## src/rtl/reg_scoreboard_pkg.sv

```systemverilog
// Shared register-file geometry and forwarding codes for the issue/bypass logic.
package reg_scoreboard_pkg;

   localparam int REG_NUM  = 32;
   localparam int REG_SIZE = 5;

   typedef logic [REG_SIZE-1:0] reg_idx_t;

   typedef enum logic [1:0] {
      FORWARD_NONE = 2'b00,
      FORWARD_MEM  = 2'b01,
      FORWARD_WB   = 2'b10
   } forward_e;

endpackage

```

## src/rtl/reg_scoreboard_busy_check.sv

```systemverilog
// Busy test for one register index against the pending vector.
module sb_busy_check
   import reg_scoreboard_pkg::*;
(
   input  logic [REG_SIZE-1:0] idx_i,
   input  logic [REG_NUM-1:0]  pend_i,
   input  logic                wb_valid_i,
   input  logic [REG_SIZE-1:0] wb_addr_i,
   output logic                busy_o
);

   // A register completing this cycle is forwarded from W, so not busy.
   assign busy_o = (idx_i != '0) & pend_i[idx_i]
                 & !(wb_valid_i & (wb_addr_i == idx_i));

endmodule

```

## src/rtl/reg_scoreboard.sv

```systemverilog
// Pending-write scoreboard for long-latency units: RAW/WAW/limit
// stalls at D, clearing at writeback, sticky protocol error flag.
module reg_scoreboard
   import reg_scoreboard_pkg::*;
#(
   parameter int MAX_OUTSTANDING = 4,
   parameter int CNT_W           = 3
) (
   input  logic                clk,
   input  logic                rst_n,
   input  logic                issueValidD,
   input  logic                longOpD,
   input  logic                use1D,
   input  logic                use2D,
   input  logic [REG_SIZE-1:0] raddr1D,
   input  logic [REG_SIZE-1:0] raddr2D,
   input  logic                regWriteD,
   input  logic [REG_SIZE-1:0] writeRegD,
   input  logic                flushD,
   input  logic                wbValid,
   input  logic [REG_SIZE-1:0] wbAddr,
   output logic                stallD,
   output logic                flushE,
   output logic [REG_NUM-1:0]  pending,
   output logic [CNT_W-1:0]    outstanding,
   output logic                sbError
);

   logic [REG_NUM-1:0] pending_q, pending_d;
   logic [CNT_W-1:0]   cnt_q, cnt_d;
   logic               err_q, err_d;
   logic               busy1, busy2, busy_rd;
   logic               wb_eff, full, valid_d, hz, issue;
   logic               wb_stray, overflow;

   sb_busy_check u_rs1 (
      .idx_i      (raddr1D),
      .pend_i     (pending_q),
      .wb_valid_i (wbValid),
      .wb_addr_i  (wbAddr),
      .busy_o     (busy1)
   );

   sb_busy_check u_rs2 (
      .idx_i      (raddr2D),
      .pend_i     (pending_q),
      .wb_valid_i (wbValid),
      .wb_addr_i  (wbAddr),
      .busy_o     (busy2)
   );

   sb_busy_check u_rd (
      .idx_i      (writeRegD),
      .pend_i     (pending_q),
      .wb_valid_i (wbValid),
      .wb_addr_i  (wbAddr),
      .busy_o     (busy_rd)
   );

   assign wb_eff   = wbValid & (wbAddr != '0) & pending_q[wbAddr];
   assign wb_stray = wbValid & (wbAddr != '0) & !pending_q[wbAddr];
   assign full     = (cnt_q == CNT_W'(MAX_OUTSTANDING)) & !wb_eff;
   assign valid_d  = issueValidD & !flushD;

   assign hz = valid_d & ((use1D & busy1) | (use2D & busy2)
             | (regWriteD & busy_rd) | (longOpD & regWriteD & full));

   assign issue = valid_d & !hz & longOpD & regWriteD
                & (writeRegD != '0);

   // Only reachable if the limit stall above is broken.
   assign overflow = issue & !wb_eff
                   & (cnt_q == CNT_W'(MAX_OUTSTANDING));

   always_comb begin
      pending_d = pending_q;
      if (wb_eff) pending_d[wbAddr] = 1'b0;
      if (issue)  pending_d[writeRegD] = 1'b1;
      pending_d[0] = 1'b0;
      cnt_d = cnt_q + CNT_W'(issue) - CNT_W'(wb_eff);
      err_d = err_q | wb_stray | overflow;
   end

   always_ff @(posedge clk or negedge rst_n) begin
      if (!rst_n) begin
         pending_q <= '0;
         cnt_q     <= '0;
         err_q     <= 1'b0;
      end else begin
         pending_q <= pending_d;
         cnt_q     <= cnt_d;
         err_q     <= err_d;
      end
   end

   assign stallD      = hz;
   assign flushE      = hz;
   assign pending     = pending_q;
   assign outstanding = cnt_q;
   assign sbError     = err_q;

endmodule

```

## config.mk

```make
export PLATFORM = sky130hd
export DESIGN_NAME = reg_scoreboard
export DESIGN_NICKNAME = d
export VERILOG_FILES = /design/src/rtl/reg_scoreboard_pkg.sv /design/src/rtl/reg_scoreboard_busy_check.sv /design/src/rtl/reg_scoreboard.sv
export SDC_FILE = /design/constraint.sdc
export NUM_CORES = 1
export LEC_CHECK = 0
export BUFFER_PORTS_ARGS = -buffer_cell sky130_fd_sc_hd__buf_4
export CAP_MARGIN = 20
export CORE_ASPECT_RATIO = 0.5
export CORE_MARGIN = 5
export CORE_UTILIZATION = 55
export CTS_CLUSTER_SIZE = 28
export DETAILED_ROUTE_END_ITERATION = 16
export PLACE_DENSITY = 0.83
export SYNTH_ARGS = -nofsm -noshare
export SYNTH_HDL_FRONTEND = slang
export SYNTH_SLANG_ARGS = --single-unit
```

## constraint.sdc

```tcl
create_clock -name clk -period 4.8 [get_ports clk]
set_clock_uncertainty 0.15 [all_clocks]
set_input_delay 0.24 -clock clk [delete_from_list [all_inputs] [get_ports clk]]
set_output_delay 0.24 -clock clk [all_outputs]
set_load 0.02 [all_outputs]
```

# Word-level counts from Yosys, hierarchy flattened
# Index checks and enable logic that the tools add are counted.
# word_totals
reg_bits,35
in_bits,29
output_inout_bits,38
word_cells,76
# op_classes
n_addsub,2
magnitude_cmp,6
eq_ne,4
muxes,14
bitwise,34
n_reduce_logical,13
# ops
op,n
32-bit two-way mux,2
32-bit bitwise AND,1
32-bit NOT,1
32-bit OR,1
1-bit bitwise AND,26
5-bit by 6-bit less-than comparator with 1-bit output (second input constant),4
1-bit binary-select mux with 5-bit select,4
5-bit nonzero test,4
5-bit equality test,3
1-bit demux with 5-bit select,2
5-bit by 1-bit >= comparator with 1-bit output (second input constant),2
1-bit zero test,7
1-bit two-way mux,6
1-bit OR,5
3-bit by 1-bit adder with 3-bit output,1
3-bit equality test (second input constant),1
3-bit by 1-bit subtractor with 3-bit output,1
1-bit logical AND,2

# Logic depth before layout (Yosys ltp)
# depth
word_depth,17
mapped_depth,18
depth_no_buf,13

# By module
# Synthesis repeated with hierarchy kept, for this count alone.
# hier_totals
hier_cells,361
hier_area_um2,3394.5
# by_module_without_submodules
mod,n_inst,cells_each,area_each_um2,seq_area_each_um2
reg_scoreboard,1,223,2170.8,875.8
sb_busy_check,3,46,407.9,0.0

# Worst setup path before layout
# No wires, ideal clock.
# synth_timing
path_type,flip-flop to flip-flop
from,reg pending_q[31] (netlist: pending[31])
to,reg cnt_q[2] (netlist: outstanding[2])
setup_time_ns,0.123
t_arrival_ns,3.208
required_time_ns,4.527
path_slack_ns,1.319
stages_incl_launch_ff,16
n_path_buf,2
period_less_slack_ns,3.481
path_cell_list,dfrtp_1 mux4_2 nor2b_1 a2111oi_2 nand4_2 o211ai_1 or3b_1 buf_6 buf_6 nor2_1 ha_1 inv_1 ha_1 fa_1 xnor2_1 xnor2_1
# synth_between
elab_chain_len,16
word_cells_on_any_way,32
# synth_rtl
element,line,text
start: declaration,reg_scoreboard.sv:29,"logic [REG_NUM-1:0] pending_q, pending_d;"
start signal: assignment,reg_scoreboard.sv:90,pending_q <= pending_d;
1-bit binary-select mux with 5-bit select,reg_scoreboard_busy_check.sv:13,assign busy_o = (idx_i != '0) & pend_i[idx_i]
1-bit two-way mux (implied by the code),reg_scoreboard_busy_check.sv:13,
1-bit bitwise AND,reg_scoreboard_busy_check.sv:13,
1-bit bitwise AND,reg_scoreboard_busy_check.sv:14,& !(wb_valid_i & (wb_addr_i == idx_i));
1-bit bitwise AND,reg_scoreboard.sv:65,assign hz = valid_d & ((use1D & busy1) | (use2D & busy2)
1-bit OR,reg_scoreboard.sv:65,
1-bit OR (2 in series),reg_scoreboard.sv:66,| (regWriteD & busy_rd) | (longOpD & regWriteD & full));
1-bit bitwise AND,reg_scoreboard.sv:65,
1-bit zero test,reg_scoreboard.sv:68,assign issue = valid_d & !hz & longOpD & regWriteD
1-bit bitwise AND (3 in series),reg_scoreboard.sv:68,
1-bit bitwise AND,reg_scoreboard.sv:69,& (writeRegD != '0);
3-bit by 1-bit adder with 3-bit output,reg_scoreboard.sv:80,cnt_d = cnt_q + CNT_W'(issue) - CNT_W'(wb_eff);
3-bit by 1-bit subtractor with 3-bit output (*),reg_scoreboard.sv:80,
net cnt_d[2],reg_scoreboard.sv:30,"logic [CNT_W-1:0] cnt_q, cnt_d;"
end signal: assignment,reg_scoreboard.sv:91,cnt_q <= cnt_d;
end: declaration,reg_scoreboard.sv:30,
# The timed path passes the listed nets; every way through them passes the cells marked *. The select of a mux whose other input is x is not followed.

# Final worst setup path
# Ends and elaborated chain as after synthesis.

==> results.md <==
- CTS tree: built
- Reg2Reg Launch Point: pending[31]
- Max-slew violations: 0
- Power Total: about 0.0010 W
- Grt total ovfl: 0
- Initial core utilization: 57.2%
- Pwr Density: between 200 and 300 nW/µm²
- Core Region: 5540 µm²
- Postcts setup bufs: 0
- Peak supply drop: between 0.3 and 0.4 mV
- Layout area overhead: 16.6%
- Clock latency at the later pin of the worst-skew pair: 0.28 ns
- Num CTS Buffers: 5
- Syn_area_per_cell: roughly 10 µm²
- First-pass GRT wire length: approximately 16000 µm
- Reg-to-Reg End: outstanding[2]
- Initial antenna violation count: 0
- Via count: roughly 3100
- Hold_sp: writeRegD[1]
- Die width: about 120 µm
- Yosys warnings: 0
- Worst-case clock buffer depth: 2
- R2R setup slack: roughly 1.1 ns
- CTS H-tree lvls: 2
- Setup_tns: 0 ns
- PostCTS Resize Cnt: 0
- Root buf cell: clkbuf_16
- Die Y: between 60 and 70 µm
- Mapped Cells: between 300 and 400
- Wire per inst: 23.5 µm
- FMAX: 273 MHz
- Synth cell types: 56
- CP endpoint kind: flop
- # DRC: 0
- Worst-path cell chain: mux4_2 -> nor2b_1 -> a2111oi_2 -> nand4_2 -> o211ai_1 -> or3b_1 -> nor2_1 -> ha_1 -> inv_1 -> ha_1 -> fa_1 -> xnor2_1 -> xnor2_1
- Total GRT Usage: about 27%
- RSZ-0062 raised after global routing: no
- CP max stage cell: mux4_2
- Netlist Area Pre-Place: around 3200 µm²
- CP peak stage delay: 0.50 ns
- Initial DRC count: roughly 450
- Clock Pin Slew Worst Setup and Hold Paths: ~0.05 ns
- Max Cap Viol: 0
- CP required: ~4.9 ns
- Main synth FF type: dfrtp_1
- Portion of the clock cycle consumed by the worst path in the final layout: 76.2%
- Worst hold path stage count: 2
- Post-synth EDFFs: 0
- Final nets: 404
- Hpwl dp: a little under 8000 µm
- Number of global-route vias before repair: about 3000
- Iteration count of the initial detailed-routing pass: 5
- Syn Nets: approximately 360
- Worst R2R Path Depth: 13
- Crit path from: pending[31]
- Area of the multi-input gates: ~2000 µm²
- Num rows: 19
- Die area: approximately 7500 µm²
- Fin crit period: 3.66 ns
- Share of cells above drive strength 1: 26.9%
- Async set or reset register ratio after synthesis: 100%
- Status: finished clean
- CP Max Fanout: 10
- Leakage: roughly 1.6 nW
- Hold Buf Count CTS: 1
- Worst Hold End: pending[16]
- FF+latch area: a little under 900 µm²
- CTS sink count: 35
- HP Class: in2reg
- Fill cells: 421
- Post-DRT Antenna Nets: 0
- Register area share after synthesis: 27.6%
- FF+latch count, synth: 35
- CP startpoint kind: flop
- I/O pin count: 67
- CP arrival: ~3.7 ns
- WS Path Type: reg2reg
- RD Place Congestion: approximately 0.98
- Hold Fails Final Rpt: 0
- Number of diodes: 0
- Wirelength, routed: 10500 µm
- Via/cell ratio: 7.07
- Largest net degree at the start of global routing: 36
- Port bufs: 65
- Final Setup Violations: 0
==> cell type report <==
class,instances,share of cell area [%]
inverters,11,1.12
clock inverters,1,0.136
well taps,73,2.47
flip-flops and latches,35,23.7
repair buffers,67,13.7
multi-input cells,251,55.3
clock buffers,7,3.59
==> how the worst max path moves through the flow <==
| stage | endpoint | slack (ns) | cells after the start |
|---|---|---|---|
| after global routing | outstanding[2] | 0.90 | 13 |
| after detailed placement | outstanding[2] | 1.12 | 14 |
| final | outstanding[2] | 1.14 | 13 |
| after global placement | outstanding[2] | 1.24 | 14 |
| after floorplan | outstanding[2] | 1.32 | 15 |
| after CTS | outstanding[2] | 1.17 | 13 |
==> metrics by stage <==
stage | instance area, µm² | util [%] | hold WS, ns | setup slack (ns) | std cells
floorplan | 3170 | - | -0.206 | 1.32 | 326
global placement | 3550 | 64.0 | 0.0542 | 1.24 | 436
detailed placement | 3550 | 64.0 | 0.0684 | 1.12 | 436
CTS | 3690 | 66.7 | 0.124 | 1.17 | 445
global route | 3690 | 66.7 | 0.125 | 0.900 | 445
finish | 3690 | 66.7 | 0.130 | 1.14 | 445
==> logic make-up after synthesis <==
| kind of cell | after synthesis | share of synthesized area, % |
|---|---|---|
| buf+inv | 40 | 7.90 |
| other cells | 1 | 0.118 |
| simple gates | 85 | 16.0 |
| fa+ha+maj | 4 | 1.82 |
| flops | 35 | 27.6 |
| xor+xnor | 17 | 4.70 |
| compound gates | 95 | 20.7 |
| mux | 49 | 21.2 |
==> state kept, by name (all words and copies together) (netlist names) <==
register     flops
outstanding      3
pending         31
sbError          1
==> layer usage <==
metal  track usage (%)  vias to the layer above  routed length (µm)
li1                  -                     1339                   -
met1              37.8                     1530                4160
met2              40.8                      253                4650
met3              8.85                       23                1490
met4              8.97                        0                 166
met5                 0                        -                   0
==> where the power goes <==
part	leakage [nW]	internal (W)	switching (W)
Combinational	1.02	0.000152	0.000197
Clock	0.0679	0.000191	0.000113
Sequential	0.469	0.000329	0.0000595
Total	1.55	0.000672	0.000370
==> critical path, delay by kind of cell (launching register included) <==
| family | cells | cell delay (ns) |
|---|---|---|
| adder cells (fa/ha/maj) | 3 | 0.82 |
| AND/OR/NAND/NOR | 4 | 0.81 |
| multiplexers | 1 | 0.50 |
| AO/OA/AOI/OAI | 2 | 0.48 |
| flip-flops | 1 | 0.46 |
| XOR/XNOR | 2 | 0.31 |
| buffers and inverters | 1 | 0.04 |
==> synthesized netlist by cell type (9+ instances only) <==
| cell | number | share of area [%] |
|---|---|---|
| buf_6 | 10 | 3.6 |
| nand3_1 | 11 | 1.7 |
| mux2i_1 | 31 | 9.8 |
| xnor2_1 | 9 | 2.5 |
| o21ai_0 | 34 | 5.4 |
| nor2_1 | 12 | 1.4 |
| o31ai_1 | 31 | 7.3 |
| inv_1 | 11 | 1.3 |
| dfrtp_1 | 35 | 28 |
| nand2_1 | 16 | 1.9 |
| mux4_2 | 14 | 10 |
==> cells in the final DEF (no fill, tap or decap), types with 4 or more instances in the layout <==
| cell type | count |
|---|---|
| buf_4 | 66 |
| dfrtp_1 | 35 |
| o21ai_0 | 34 |
| mux2i_1 | 31 |
| o31ai_1 | 31 |
| nand2_1 | 16 |
| mux4_2 | 14 |
| nor2_1 | 12 |
| inv_1 | 11 |
| nand3_1 | 11 |
| xnor2_1 | 9 |
| nor2b_1 | 8 |
| xor2_1 | 8 |
| nand4_1 | 6 |
| clkbuf_16 | 5 |
| nand3b_1 | 4 |
| mux2_2 | 4 |
| nor4_1 | 4 |
| a21oi_1 | 4 |
(Power assumes the default switching activity.)
